### config.mk
export PLATFORM = sky130hd
export DESIGN_NAME = key_judge
export DESIGN_NICKNAME = d
export VERILOG_FILES = /design/src/rtl/key_judge_pkg.sv /design/src/rtl/key_judge_debounce.sv /design/src/rtl/key_judge.sv
export SDC_FILE = /design/constraint.sdc
export NUM_CORES = 1
export LEC_CHECK = 0
export BUFFER_PORTS_ARGS = -buffer_cell sky130_fd_sc_hd__buf_2
export CAP_MARGIN = 20
export CORE_MARGIN = 4
export CORE_UTILIZATION = 61
export DETAILED_ROUTE_END_ITERATION = 8
export GPL_ROUTABILITY_DRIVEN = 0
export HOLD_SLACK_MARGIN = 0.1
export PLACE_DENSITY = 0.83
export SYNTH_ARGS = -nofsm -noshare
export SYNTH_HDL_FRONTEND = slang
export SYNTH_SLANG_ARGS = --single-unit
### constraint.sdc
create_clock -name clk -period 4.1 [get_ports clk]
set_input_delay 0.41 -clock clk [delete_from_list [all_inputs] [get_ports clk]]
set_output_delay 0.41 -clock clk [all_outputs]
set_load 0.01 [all_outputs]
### src/rtl/key_judge_pkg.sv
// Shared types and helpers for the key judge: FSM states, judge results and
// the saturating counter increment used for score and combo.
package key_judge_pkg;

    typedef enum logic [1:0] {
        IDLE   = 2'd0,
        ARMED  = 2'd1,
        RESULT = 2'd2
    } state_e;

    typedef enum logic [1:0] {
        NONE = 2'd0,
        HIT  = 2'd1,
        MISS = 2'd2
    } result_e;

    // Counters are carried as 32-bit values so one helper serves any SCORE_W up to 32.
    function automatic logic [31:0] sat_inc(input logic [31:0] val, input logic [31:0] max_val);
        return (val >= max_val) ? max_val : val + 32'd1;
    endfunction

endpackage

### src/rtl/key_judge_debounce.sv
// One key lane: 2-flop synchroniser, debounce counter, stable level and a
// one-cycle press pulse on the stable rising edge.
module key_debounce #(
    parameter int DEBOUNCE_CYC = 16
) (
    input  logic clk,
    input  logic nrst,
    input  logic i_key,
    output logic o_level,
    output logic o_press
);

    localparam int CNT_W = $clog2(DEBOUNCE_CYC);
    localparam logic [CNT_W-1:0] CNT_LAST = CNT_W'(DEBOUNCE_CYC - 1);

    logic             sync1_q, sync1_d;
    logic             sync2_q, sync2_d;
    logic [CNT_W-1:0] cnt_q, cnt_d;
    logic             stable_q, stable_d;
    logic             stable_dly_q, stable_dly_d;

    // The counter only runs while the synchronised level disagrees with the stable one.
    always_comb begin
        sync1_d      = i_key;
        sync2_d      = sync1_q;
        stable_d     = stable_q;
        stable_dly_d = stable_q;
        cnt_d        = '0;
        if (sync2_q != stable_q) begin
            if (cnt_q == CNT_LAST) begin
                stable_d = ~stable_q;
            end else begin
                cnt_d = cnt_q + 1'b1;
            end
        end
    end

    always_ff @(posedge clk) begin
        if (nrst) begin
            sync1_q      <= 1'b0;
            sync2_q      <= 1'b0;
            cnt_q        <= '0;
            stable_q     <= 1'b0;
            stable_dly_q <= 1'b0;
        end else begin
            sync1_q      <= sync1_d;
            sync2_q      <= sync2_d;
            cnt_q        <= cnt_d;
            stable_q     <= stable_d;
            stable_dly_q <= stable_dly_d;
        end
    end

    assign o_level = stable_q;
    assign o_press = stable_q & ~stable_dly_q;

endmodule

### src/rtl/key_judge.sv
// Multi-lane key judge: debounces each key lane and scores presses against
// notes handed over by the sequencer within a fixed timing window.
module key_judge
    import key_judge_pkg::*;
#(
    parameter int NUM_KEYS     = 3,
    parameter int DEBOUNCE_CYC = 16,
    parameter int WINDOW_CYC   = 64,
    parameter int SCORE_W      = 8,
    localparam int LANE_W      = (NUM_KEYS > 1) ? $clog2(NUM_KEYS) : 1
) (
    input  logic                clk,
    input  logic                nrst,
    input  logic [NUM_KEYS-1:0] i_key,
    input  logic                i_note_valid,
    input  logic [LANE_W-1:0]   i_note_lane,
    output logic                o_note_ready,
    output logic [NUM_KEYS-1:0] o_led,
    output logic                o_hit,
    output logic                o_miss,
    output logic [SCORE_W-1:0]  o_score,
    output logic [SCORE_W-1:0]  o_combo
);

    localparam int WIN_W = (WINDOW_CYC > 1) ? $clog2(WINDOW_CYC) : 1;
    localparam logic [WIN_W-1:0]   WIN_LAST  = WIN_W'(WINDOW_CYC - 1);
    localparam logic [SCORE_W-1:0] SCORE_MAX = '1;

    logic [NUM_KEYS-1:0] level;
    logic [NUM_KEYS-1:0] press;

    state_e             state_q, state_d;
    result_e            result_q, result_d;
    logic [LANE_W-1:0]  lane_q, lane_d;
    logic [WIN_W-1:0]   win_q, win_d;
    logic [SCORE_W-1:0] score_q, score_d;
    logic [SCORE_W-1:0] combo_q, combo_d;

    logic target_press;
    logic other_press;
    logic lane_valid;

    for (genvar g = 0; g < NUM_KEYS; g++) begin : g_lane
        key_debounce #(
            .DEBOUNCE_CYC(DEBOUNCE_CYC)
        ) u_debounce (
            .clk    (clk),
            .nrst   (nrst),
            .i_key  (i_key[g]),
            .o_level(level[g]),
            .o_press(press[g])
        );
    end

    // Split this cycle's presses into the latched target lane and everything else.
    always_comb begin
        target_press = 1'b0;
        other_press  = 1'b0;
        for (int i = 0; i < NUM_KEYS; i++) begin
            if (lane_q == LANE_W'(i)) begin
                target_press = target_press | press[i];
            end else begin
                other_press = other_press | press[i];
            end
        end
    end

    assign lane_valid = int'(i_note_lane) < NUM_KEYS;

    always_ff @(posedge clk) begin
        if (nrst) begin
            state_q  <= IDLE;
            result_q <= NONE;
            lane_q   <= '0;
            win_q    <= '0;
            score_q  <= '0;
            combo_q  <= '0;
        end else begin
            state_q  <= state_d;
            result_q <= result_d;
            lane_q   <= lane_d;
            win_q    <= win_d;
            score_q  <= score_d;
            combo_q  <= combo_d;
        end
    end

    // Score and combo change on the edge that enters RESULT, together with the pulse.
    always_comb begin
        state_d  = state_q;
        result_d = result_q;
        lane_d   = lane_q;
        win_d    = win_q;
        score_d  = score_q;
        combo_d  = combo_q;
        case (state_q)
            IDLE: begin
                if (i_note_valid) begin
                    lane_d = i_note_lane;
                    win_d  = '0;
                    if (lane_valid) begin
                        state_d = ARMED;
                    end else begin
                        state_d  = RESULT;
                        result_d = MISS;
                        combo_d  = '0;
                    end
                end
            end
            ARMED: begin
                if (target_press) begin
                    state_d  = RESULT;
                    result_d = HIT;
                    score_d  = SCORE_W'(sat_inc(32'(score_q), 32'(SCORE_MAX)));
                    combo_d  = SCORE_W'(sat_inc(32'(combo_q), 32'(SCORE_MAX)));
                end else if (other_press || (win_q == WIN_LAST)) begin
                    state_d  = RESULT;
                    result_d = MISS;
                    combo_d  = '0;
                end else begin
                    win_d = win_q + 1'b1;
                end
            end
            RESULT: begin
                state_d  = IDLE;
                result_d = NONE;
            end
            default: begin
                state_d  = IDLE;
                result_d = NONE;
            end
        endcase
    end

    always_comb begin
        o_note_ready = (state_q == IDLE);
        o_hit        = (state_q == RESULT) && (result_q == HIT);
        o_miss       = (state_q == RESULT) && (result_q == MISS);
    end

    assign o_led   = level;
    assign o_score = score_q;
    assign o_combo = combo_q;

endmodule

==> metrics.md <==
| Metric | Value |
|---|---|
| First DRT Iteration DRCs | roughly 150 |
| Sw Ratio | between 20 and 25% |
| Gr ovfl total | 0 |
| Total CTS buffers | 5 |
| Per-cell routed wire length | 12.6 um |
| Worst path max stage delay | roughly 0.7 ns |
| Via density | 5.59 |
| Pwr/cell area | approximately 340 mW/mm2 |
| Worst Hold Class | input pin to flop |
| Worst-skew pair later-pin latency | 0.30 ns |
| Number of global-route vias before repair | 1615 |
| Antenna viol nets, final | 0 |
| CTS Sinks | 52 |
| CTS resizes | 0 |
| Highest routing layer actually used | met4 |
| Max Slew Vio Count | 0 |
| Layout area overhead | 9.33% |
| Clk slew on worst S/H paths | 0.09 ns |
| Sequential Power Share | 59.6% |
| Register bit total from synthesis | 52 |
| Sequential cell area | 0.00104 mm2 |
| Clock share of power | around 32% |
| Syn Area/Cell | between 9 and 10 um2 |
| Comb pwr share | under 10% |
| Status | finished, final reports clean |
| P_leak | about 0.001 uW |
| Setup TNS | 0 ns |
| Min Hold Slack | about 0.33 ns |
| Slew HR | between 40 and 50% |
| IR drop worst, VDD | around 0.43 mV |
| Top FF cell, synth | dfxtp_1 |
| Post-synthesis cell area | 0.00236 mm2 |
| Row count | 22 |
| Global-route wire length before repair | between 7000 and 8000 um |
| Share of synthesized registers carrying an async set or reset | 0% |
| Critical path, cell by cell | or4b_4 -> a311oi_4 -> inv_1 -> nor2_1 -> a311oi_1 |
| DIE AREA | between 0.004 and 0.005 mm2 |
| Endpoint type of the worst setup path | flop |
| Routed wl met2 | 1850 um |
| CTS Buffer Depth | 2 |
| Mapped Cells | 256 |
| Total number of vias | ~1.8k |
| Initial Utilization | ~64% |
| Cts hold-fix bufs | 0 |
| Drc violations | 0 |
| CTS H-tree depth | 2 |
| Die W | ~70 um |
| Synth warn | 0 |
| Internal power | roughly 670 uW |
| Filler cell count | around 320 |
| NumNets Final | roughly 290 |
| Setup Buffers After CTS | 0 |
| N_diodes | 0 |
| Die Ht | about 70 um |
| IO buf count | 29 |
| Hold Vio Cnt, Final | 0 |
| Tot GR Track Use | about 17% |
| Placed insts | around 320 |
| Fin area | approximately 0.0026 mm2 |
| Commonest non-fill, non-tap cell in the layout | dfxtp_1 |
| Critical Path RT | roughly 4.3 ns |
| Final WL | a little over 4000 um |
| DRT met1 WL | around 2100 um |
| Initial antenna violation count | 0 |
| WP data arrival | about 2.5 ns |
| Layout Utilization | between 60% and 70% |
| Fin cells | about 330 |
| Final HPWL from detailed placement | around 2900 um |
| Multi-input gate area | 0.00122 mm2 |
| Largest net degree at the start of global routing | 43 |
| Setup CP Type | flop to flop |
| Minimum clock period | 2.39 ns |
| CORE AREA | 0.00369 mm2 |
| TritonRoute pass-1 iters | 4 |
| Post-synth net total | 270 |
| CTS tree | yes |
| Sw Pwr | 218 uW |
| Max Cap Viol | 0 |
| Post-synth EDFFs | 0 |
| Final period util | 58.3% |
| Worst slew pin tran | around 0.86 ns |
| Most frequent cells in the layout | dfxtp_1 (52), nor2_1 (32), buf_2 (29) |
| Unrepaired setup endpoints after global routing | false |
| Synth unique cells | 43 |
| Post-Route Skew | around 0.011 ns |
| DP Area | 0.00249 mm2 |
| Crit-path max FO | 21 |
| Worst path slowest cell | a311oi_4 |
| Fmax achieved | between 400 and 500 MHz |
| Register area share after synthesis | between 40% and 50% |
| Final setup viols | 0 |
| Layout cells sized above 1 | roughly 16% |
| Detail Route met3 WL | ~180 um |
| Critical Path Source Type | flop |
| Top Ports | 30 |
| Clk root buf | clkbuf_8 |
## Yosys cell counts (all sizes together) (3+ instances only)
master,instances,share of area [%]
dfxtp,52,44
nor2,32,5.1
nor2b,13,3.4
o21ai,12,2.5
a21oi,11,2.3
nand2,10,1.6
nand3,10,2.1
a211oi,8,2.8
inv,8,1.3
mux2i,8,3.4
and3,7,1.9
buf,7,2.3
nand2b,7,1.9
or3,7,1.9
ha,6,3.2
xnor2,6,2.2
clkbuf,5,0.79
a311oi,4,2.2
and2,4,1.1
and4,4,1.6
xor2,4,1.5
a31oi,3,0.79
nand4,3,0.79
o22ai,3,0.79
o31ai,3,0.95
or2,3,0.79
## kinds of logic (layout without fill, tap and decap cells)
logic type	count (synthesis)	after routing	share of synthesized area [%]
flip-flops	52	52	44.1
multiplexers	8	8	3.39
buffers and inverters	20	45	4.40
AND/OR/NAND/NOR	107	107	24.9
AO/OA/AOI/OAI	53	53	16.4
adder cells (fa/ha/maj)	6	6	3.18
XOR/XNOR	10	10	3.71
## per-stage QoR
step           power (uW)  worst slack (ns)
2_1_floorplan         598              2.35
3_3_place_gp          613              1.77
3_5_place_dp          614              1.74
4_1_cts               895              1.73
5_1_grt               924              1.49
6_report              886              1.71
## final timing paths
path	cells after the start	startpoint	slack (ns)	endpoint
setup / recovery	5	lane_q[0]	1.71	o_score[3]
setup reg to reg	5	lane_q[0]	1.71	o_score[3]
hold / removal	2	i_key[1]	0.33	g_lane[1].u_debounce.sync1_q
hold reg to reg	1	g_lane[2].u_debounce.sync1_q	0.44	g_lane[2].u_debounce.sync2_q
## worst max-delay path: cells and delay by family (launching register included)
family                 cells  cell delay [ns]
buffers and inverters      1             0.13
AND/OR/NAND/NOR            2             0.89
AO/OA/AOI/OAI              2             0.86
flip-flops                 1             0.37
## final cells by class
class	instances	area share (%)
clock buffer	6	2.81
clock inverter	2	0.630
inverter	8	1.16
multi-input combinational	184	47.1
sequential	52	40.3
tap	48	2.33
timing repair buffer	29	5.62
## power by group through the flow
stage	Combinational (uW)	Clock, uW	Sequential [uW]
2_1_floorplan	63.4	0	534
3_3_place_gp	73.5	0	539
3_5_place_dp	74.6	0	540
4_1_cts	75.4	292	528
5_1_grt	83.8	310	530
6_report	74.9	283	528
## routing by layer
layer	GRT usage, %	up-vias
met5	0	-
met4	3.83	0
met3	4.03	2
met2	27.6	30
met1	23.8	844
li1	-	963
## state kept, by name, summed over array words and instances, names as in the netlist
signal,cells
g_lane.u_debounce.sync2_q,3
o_combo,8
result_q,2
g_lane.u_debounce.stable_dly_q,3
g_lane.u_debounce.cnt_q,12
state_q,2
o_score,8
g_lane.u_debounce.sync1_q,3
lane_q,2
g_lane.u_debounce.o_level,3
win_q,6
(Power assumes the default switching activity.)
